===== src/rtl/gui_field_overlay.sv =====
// LCD overlay: waveform window, cyan border and NUM_FIELDS labelled BCD readouts latched once per frame.
// Optional macro GUI_GRID_EN adds a dark-grey graticule to the waveform window background.
module gui_field_overlay #(
  parameter int NUM_FIELDS   = 2,
  parameter int DIGITS       = 3,
  parameter int ROM_LAT      = 1,
  parameter int WAVE_W       = 500,
  parameter int WAVE_H       = 256,
  parameter int FIELD_X0     = 20,
  parameter int FIELD_Y0     = 340,
  parameter int FIELD_PITCH  = 50,
  parameter int LABEL_W      = 80,
  parameter int LABEL_BASE   = 11,
  parameter int BLINK_FRAMES = 30
) (
  input  logic                           lcd_pclk,
  input  logic                           rst_n,
  input  logic [10:0]                    pixel_xpos,
  input  logic [10:0]                    pixel_ypos,
  input  logic                           wavepoint,
  input  logic [NUM_FIELDS*DIGITS*4-1:0] field_bcd,
  input  logic [NUM_FIELDS-1:0]          field_valid,
  input  logic [NUM_FIELDS-1:0]          field_alarm,
  output logic [10:0]                    char_x,
  output logic [10:0]                    char_y,
  output logic [6:0]                     char_n,
  input  logic                           char_p,
  output logic [23:0]                    pixel_data,
  output logic                           frame_tick
);

  localparam int          FW    = NUM_FIELDS*DIGITS*4;
  localparam logic [23:0] BLACK = 24'h000000;
  localparam logic [23:0] GREEN = 24'h00FF00;
  localparam logic [23:0] CYAN  = 24'h00FFFF;
  localparam logic [23:0] RED   = 24'hFF0000;
  localparam logic [23:0] WHITE = 24'hFFFFFF;
  localparam logic [23:0] GREY  = 24'h404040;
  localparam logic [6:0]  DASH  = 7'd21;
  localparam logic [6:0]  BLANK = 7'd127;

  logic [FW-1:0]         sh_bcd;
  logic [NUM_FIELDS-1:0] sh_valid;
  logic [NUM_FIELDS-1:0] sh_alarm;
  logic                  origin;
  logic                  origin_d;
  logic                  load;
  logic [15:0]           blink_cnt;
  logic                  blink_hidden;
  logic                  grid;

  logic                  d_glyph;
  logic [23:0]           d_fg;
  logic [23:0]           d_bg;
  logic [6:0]            d_n;
  logic [10:0]           d_cx;
  logic [10:0]           d_cy;

  logic                  glyph_pipe [ROM_LAT+1];
  logic [23:0]           fg_pipe    [ROM_LAT+1];
  logic [23:0]           bg_pipe    [ROM_LAT+1];

  // Only the first cycle at the origin loads, so a driver parked at (0,0) still ticks once.
  assign origin = (pixel_xpos == 11'd0) && (pixel_ypos == 11'd0);
  assign load   = origin && !origin_d;

  always_ff @(posedge lcd_pclk or negedge rst_n) begin
    if (!rst_n) begin
      origin_d     <= 1'b0;
      frame_tick   <= 1'b0;
      sh_bcd       <= '0;
      sh_valid     <= '0;
      sh_alarm     <= '0;
      blink_cnt    <= '0;
      blink_hidden <= 1'b0;
    end else begin
      origin_d   <= origin;
      frame_tick <= load;
      if (load) begin
        sh_bcd   <= field_bcd;
        sh_valid <= field_valid;
        sh_alarm <= field_alarm;
      end
      if (frame_tick) begin
        if (blink_cnt == 16'(BLINK_FRAMES-1)) begin
          blink_cnt    <= '0;
          blink_hidden <= !blink_hidden;
        end else begin
          blink_cnt <= blink_cnt + 16'd1;
        end
      end
    end
  end

`ifdef GUI_GRID_EN
  logic [5:0]  gx_q, gx_now;
  logic [4:0]  gy_q, gy_now;
  logic [10:0] last_x, last_y;

  // Modulo counters follow the raster: restart at 0 and advance whenever the coordinate moves on.
  always_comb begin
    gx_now = gx_q;
    gy_now = gy_q;
    if (pixel_xpos == 11'd0)       gx_now = '0;
    else if (pixel_xpos != last_x) gx_now = (gx_q == 6'd49) ? 6'd0 : gx_q + 6'd1;
    if (pixel_ypos == 11'd0)       gy_now = '0;
    else if (pixel_ypos != last_y) gy_now = gy_q + 5'd1;
  end

  always_ff @(posedge lcd_pclk or negedge rst_n) begin
    if (!rst_n) begin
      gx_q   <= '0;
      gy_q   <= '0;
      last_x <= '0;
      last_y <= '0;
    end else begin
      gx_q   <= gx_now;
      gy_q   <= gy_now;
      last_x <= pixel_xpos;
      last_y <= pixel_ypos;
    end
  end

  assign grid = (gx_now == 6'd0) || (gy_now == 5'd0);
`else
  assign grid = 1'b0;
`endif

  // Fields are scanned from the highest index down so the lowest overlapping field wins.
  always_comb begin
    int         x;
    int         y;
    int         fy;
    int         dx0;
    logic       hit;
    logic       lead;
    logic [3:0] nib;
    x       = int'(pixel_xpos);
    y       = int'(pixel_ypos);
    fy      = 0;
    dx0     = 0;
    hit     = 1'b0;
    lead    = 1'b1;
    nib     = 4'd0;
    d_glyph = 1'b0;
    d_fg    = BLACK;
    d_bg    = BLACK;
    d_n     = BLANK;
    d_cx    = '0;
    d_cy    = '0;
    if (x < WAVE_W && y < WAVE_H) begin
      d_bg = wavepoint ? GREEN : (grid ? GREY : BLACK);
    end else begin
      for (int k = NUM_FIELDS-1; k >= 0; k--) begin
        fy = FIELD_Y0 + k*FIELD_PITCH;
        if (y >= fy && y < fy + 32) begin
          if (x >= FIELD_X0 && x < FIELD_X0 + LABEL_W) begin
            hit     = 1'b1;
            d_glyph = 1'b1;
            d_n     = 7'(LABEL_BASE + k);
            d_cx    = 11'(x - FIELD_X0);
            d_cy    = 11'(y - fy);
            d_fg    = WHITE;
            d_bg    = BLACK;
          end
          lead = 1'b1;
          for (int j = 0; j < DIGITS; j++) begin
            nib = sh_bcd[k*DIGITS*4 + (DIGITS-1-j)*4 +: 4];
            dx0 = FIELD_X0 + LABEL_W + 16*j;
            if (x >= dx0 && x < dx0 + 16) begin
              hit  = 1'b1;
              d_cx = 11'(x - dx0);
              d_cy = 11'(y - fy);
              if (!sh_valid[k] || nib > 4'd9)                d_n = DASH;
              else if (lead && nib == 4'd0 && j < DIGITS-1) d_n = BLANK;
              else                                          d_n = 7'(nib);
              d_glyph = (d_n != BLANK);
              d_fg    = sh_alarm[k] ? (blink_hidden ? BLACK : RED) : CYAN;
              d_bg    = BLACK;
            end
            lead = lead && (nib == 4'd0);
          end
        end
      end
      if (!hit && (x == WAVE_W || y == WAVE_H)) d_bg = CYAN;
    end
  end

  // Stage 1 drives the glyph ROM; the colour tag then waits ROM_LAT cycles for char_p.
  always_ff @(posedge lcd_pclk or negedge rst_n) begin
    if (!rst_n) begin
      char_x     <= '0;
      char_y     <= '0;
      char_n     <= BLANK;
      pixel_data <= BLACK;
      for (int i = 0; i <= ROM_LAT; i++) begin
        glyph_pipe[i] <= 1'b0;
        fg_pipe[i]    <= BLACK;
        bg_pipe[i]    <= BLACK;
      end
    end else begin
      char_x        <= d_cx;
      char_y        <= d_cy;
      char_n        <= d_n;
      glyph_pipe[0] <= d_glyph;
      fg_pipe[0]    <= d_fg;
      bg_pipe[0]    <= d_bg;
      for (int i = 1; i <= ROM_LAT; i++) begin
        glyph_pipe[i] <= glyph_pipe[i-1];
        fg_pipe[i]    <= fg_pipe[i-1];
        bg_pipe[i]    <= bg_pipe[i-1];
      end
      pixel_data <= (glyph_pipe[ROM_LAT] && char_p) ? fg_pipe[ROM_LAT] : bg_pipe[ROM_LAT];
    end
  end

endmodule

===== config.mk =====
export PLATFORM = sky130hd
export DESIGN_NAME = gui_field_overlay
export DESIGN_NICKNAME = d
export VERILOG_FILES = /design/src/rtl/gui_field_overlay.sv
export SDC_FILE = /design/constraint.sdc
export NUM_CORES = 1
export LEC_CHECK = 0
export ABC_CLOCK_PERIOD_IN_PS = 4650
export CAP_MARGIN = 10
export CORE_MARGIN = 2
export CORE_UTILIZATION = 25
export CTS_CLUSTER_DIAMETER = 30
export DETAILED_ROUTE_END_ITERATION = 7
export GPL_ROUTABILITY_DRIVEN = 0
export HOLD_SLACK_MARGIN = 0.02
export SKIP_CTS_REPAIR_TIMING = 1
export SYNTH_ARGS = -nofsm -noshare
export SYNTH_HDL_FRONTEND = slang
export SYNTH_SLANG_ARGS = --single-unit

===== constraint.sdc =====
create_clock -name lcd_pclk -period 4.65 [get_ports lcd_pclk]
set_input_delay 0.465 -clock lcd_pclk [delete_from_list [all_inputs] [get_ports lcd_pclk]]
set_output_delay 0.465 -clock lcd_pclk [all_outputs]
set_load 0.01 [all_outputs]

---- Word-level counts from Yosys, hierarchy flattened ----
Cells that the tools add are included.
word-level totals
  output and inout bits ................... 54
  bits in registers ....................... 198
operators by class
  reductions and logical operators ........ 32
  equality and inequality tests ........... 9
  order comparisons ....................... 20
  add/sub/neg operators ................... 7
  multiplexer cells ....................... 101
operators by type and width
  operator                                                            count
  two-way mux 24 bit                                                  15
  two-way mux 7 bit                                                   37
  two-way mux 11 bit                                                  22
  two-way mux 16 bit                                                  4
  less-than comparator 11 x 9 -> 1 bit, second input constant         4
  != test 7 bit, second input constant                                6
  greater-than comparator 4 bit, second input constant                6
  equality test 11 x 10 -> 1 bit, second input constant               2
  greater-or-equal comparator 11 x 7 -> 1 bit, second input constant  2
  greater-or-equal comparator 11 x 9 -> 1 bit, second input constant  2
  zero test 11 bit                                                    2
  less-than comparator 11 x 7 -> 1 bit, second input constant         2
  less-than comparator 11 x 8 -> 1 bit, second input constant         2
  subtractor 11 x 7 -> 11 bit, second input constant                  2
  subtractor 11 x 9 -> 11 bit, second input constant                  2
  two-way mux 1 bit                                                   21
  adder 16 x 1 -> 16 bit, second input constant                       1
  equality test 16 x 5 -> 1 bit, second input constant                1
  zero test 4 bit                                                     4
  logical AND 1 bit                                                   13
  greater-or-equal comparator 11 x 5 -> 1 bit, second input constant  1
  greater-or-equal comparator 11 x 8 -> 1 bit, second input constant  1
  subtractor 11 x 5 -> 11 bit, second input constant                  1
  subtractor 11 x 8 -> 11 bit, second input constant                  1
  other kinds (4)                                                     15

---- Depth between registers and ports, before layout ----
  depth in word-level cells ............... 17
  gate-level depth with buffers ........... 9
  mapped depth without buffers ............ 8

---- Worst setup path after synthesis ----
Ideal clock, no wire load.
  path type ............................... in2reg
  start point ............................. in pixel_xpos[3]
  end point ............................... reg char_n[2]
  data required time ...................... 4,544 ps
  slack ................................... 2,078 ps
  arrival ................................. 2,466 ps
  stages .................................. 8
  path buffers ............................ 0
  cell sequence ........................... inv_1 -> ha_1 -> nor3b_1 -> o21ai_0 -> or3_4 -> or4_1 -> a311oi_1 -> o2111ai_1
on the way
  word-level cells in the longest chain between the ends .. 12
ends and longest elaborated chain
  element                                                                                                     RTL line  source
  start, declared                                                                                             18        input logic [10:0] pixel_xpos,
  greater-or-equal comparator 11 x 7 -> 1 bit / less-than comparator 11 x 7 -> 1 bit (equally long branches)  170       if (x >= dx0 && x < dx0 + 16) begin
  logical AND 1 bit                                                                                           170
  two-way mux 7 bit (3 in series)                                                                             170
  two-way mux 7 bit                                                                                           156       if (y >= fy && y < fy + 32) begin
  two-way mux 7 bit                                                                                           157       if (x >= FIELD_X0 && x < FIELD_X0 + LABEL_W) begin
  two-way mux 7 bit (3 in series)                                                                             170
  two-way mux 7 bit                                                                                           156
  two-way mux 7 bit *                                                                                         151       if (x < WAVE_W && y < WAVE_H) begin
  named net d_n[2]                                                                                            55        logic [6:0] d_n;
  end signal, assigned                                                                                        204       char_n <= d_n;
  end, declared                                                                                               26        output logic [6:0] char_n,
The timed path passes the listed nets; every way through them passes the cells marked *.
A chain may end at the register's enable or synchronous reset.

---- Final worst setup path ----
  start point ............................. in pixel_xpos[2]
  end point ............................... reg char_n[4]
on the way
  word-level cells in the longest chain between the ends .. 13
ends and longest elaborated chain
  element                                                                                                     RTL line
  greater-or-equal comparator 11 x 5 -> 1 bit / less-than comparator 11 x 7 -> 1 bit (equally long branches)  157
  logical AND 1 bit                                                                                           157
  two-way mux 7 bit                                                                                           157
  two-way mux 7 bit (3 in series)                                                                             170
  two-way mux 7 bit                                                                                           156
  two-way mux 7 bit                                                                                           157
  two-way mux 7 bit (3 in series)                                                                             170
  two-way mux 7 bit                                                                                           156
  two-way mux 7 bit *                                                                                         151
  named net d_n[4]                                                                                            55
Marked as above.

==> results.ini <==
[sta]
maxSlewViolCount=0
period_share_pct=69.00
setup_violations=0
tightestPinTransition_ns=0.9711
hold_violations=0
setup_tns_ns=0
rsz0062_at_grt=no
timing.final.crit_period_ns=3.209
timing.fmax_mhz=311.7
slew_headroom_pct=35.26
finalClockSkew_ns=0.006976

[finish]
diodes=0
multi_input_area_um2=2286
final_cell_mix=clkdlybuf4s50_1 (106), dfrtp_1 (82), nor2_1 (45)
final_util_pct=33.27
regArea_um2=2210
mostFrequentLayoutCell=clkdlybuf4s50_1
nets=634
layout-drive-gt1-share_pct=11.28
fill_cells=1950
syn2layout_area_growth_pct=30.32

[synth]
synth-seq-area-share_pct=46.12
netlist.area_leader.share_pct=42.83
ys_warn_count=0
ys_seq_elements=88
syn_inst=491
synth.distinct_cells=63
syn_avg_cell_area_um2=9.757
synth_edf_count=0
synth_area_um2=4791
synth_flop_cell=dfrtp_1
yosys-top-cells-area=dfrtp_1 (43%), mux2_2 (6.3%), nor2_1 (3.5%), buf_4 (3.4%), dfstp_2 (3.3%)
yosysTopAreaCell=dfrtp_1
async_reset_ff_share_pct=100.0
syn_nets=554

[floorplanning]
rows=50
fp.dieW_um=142.4
coreArea_um2=18770
io_pins=108
die-area_um2=20290
dieHeight_um=142.4
initial_utilization_pct=25.53

[worst_setup_path]
worstPathArrival_ns=3.48
crit_path_max_fanout=14
worst-endpoint-required_ns=4.92
worstSetupPathType=in2reg
cp-start-kind=input port
end_kind=flop

[power_and_ir_drop]
peakVddDrop_mv=0.1667
power.density_nw_per_um2=264.1
p_leak_uw=0.002631

[clock_network]
cts_root_buffer=clkbuf_16
cts_tree=built
ctsHtreeMaxLevel=3
path_clk_slew_ns=0.07
clock_latency_ns=0.35
clock-sinks=88
clock_path_buffers=2
cts_buffers=9

[global_route]
grt.total_usage_pct=13.14
grt_pass1_wl_um=20440
grt.overflow.total=0
antenna_found_initial=0
grt_pass1_vias=3788
grt_max_degree=51

[detailed_routing]
drc=0
wl_per_cell_um=16.22
firstDrtPassIters=5
vias=3976
wl_um=13140
detail-route-antenna-nets=0
drtIter0Drc=388
via_per_inst=4.909

[place]
hpwl_um=9943
io_buffers=107

[job]
maxCapViolCount=0

[status]
outcome=completed

[min_path]
hold_class=in2async

## critical path, stage by stage
cell and delay [ns]:
clkdlybuf4s50_1 0.60, ha_1 0.20, or4bb_1 0.58, a211oi_2 0.32
a21oi_1 0.25, nand4_1 0.31, nand2_1 0.20, or4_1 0.55
## sequential cells by signal, indices dropped and copies added, names as in the netlist
signal / cells
pixel_data: 3
glyph_pipe: 2
char_n: 6
char_y: 11
sh_alarm: 2
char_x: 11
sh_valid: 2
frame_tick: 1
bg_pipe: 4
sh_bcd: 24
origin_d: 1
blink_cnt: 16
fg_pipe: 4
blink_hidden: 1
## synth_stat cells (8+ instances only)
cell type  number
and3_1          8
o21ai_0        26
inv_1          11
xor2_1         11
xnor2_1        10
nor3_1         15
dfrtp_1        82
clkbuf_1       14
nand3_1        14
a21oi_1        31
nand2_1        35
buf_4          22
or4_1           8
nor2b_1         8
mux2_2         27
ha_1            9
nor2_1         45
## cell type report
type	count	area share, %
sequential	88	35.39
clock inverter	4	0.8216
clock buffer	12	4.108
tap	234	4.689
timing repair buffer	112	17.72
multi-input combinational	349	36.61
inverter	11	0.6613
## worst paths after layout
check	start	endpoint	slack [ns]	depth (start not counted)
worst min-delay path	rst_n	char_y[1]$_DFF_PN0_	0.14	1
min in group lcd_pclk	bg_pipe[31]$_DFF_PN0_	bg_pipe[7]$_DFF_PN0_	0.35	0
max in group asynchronous	rst_n	char_n[1]$_DFF_PN1_	3.54	2
worst min register to register	bg_pipe[31]$_DFF_PN0_	bg_pipe[7]$_DFF_PN0_	0.35	0
worst max register to register	sh_bcd[22]$_DFFE_PN0P_	char_n[4]$_DFF_PN1_	2.24	6
worst max-delay path	pixel_xpos[2]	char_n[4]$_DFF_PN1_	1.44	8
## per-stage QoR
step	hold slack [ns]	instances	cell area (µm²)	power, µW	worst slack, ns
2_1_floorplan	0.1694	491	4791	827.0	2.078
3_3_place_gp	0.3357	794	5936	907.3	1.195
3_5_place_dp	0.3370	794	5936	906.5	1.105
4_1_cts	0.1622	810	6243	1666	1.484
5_1_grt	0.1945	810	6243	1711	1.204
6_report	0.1410	810	6243	1649	1.441
## power by group
| group | leakage (µW) | total, µW | switching (µW) | internal, µW |
|---|---|---|---|---|
| logic | 0.00129 | 125 | 65.0 | 60.2 |
| clock network | 0.000149 | 757 | 310 | 447 |
| registers | 0.00119 | 767 | 0.507 | 767 |
| total | 0.00263 | 1650 | 375 | 1270 |
## logic make-up after synthesis
kind of cell             count (synthesis)  synth area share, %
AO/OA/AOI/OAI                          104                13.95
XOR/XNOR                                21                3.839
adder cells (fa/ha/maj)                  9                2.351
buffers and inverters                   54                6.268
flip-flops                              88                46.12
multiplexers                            29                6.764
AND/OR/NAND/NOR                        186                20.71
## per-layer routing
metal | part of all wire [%] | GRT usage (%)
met4 | 1.5 | 3.491
met1 | 44 | 16.88
met3 | 6.2 | 3.567
met5 | 0 | 0
met2 | 48 | 21.89
Note: power is estimated with default switching activity, not from simulation.
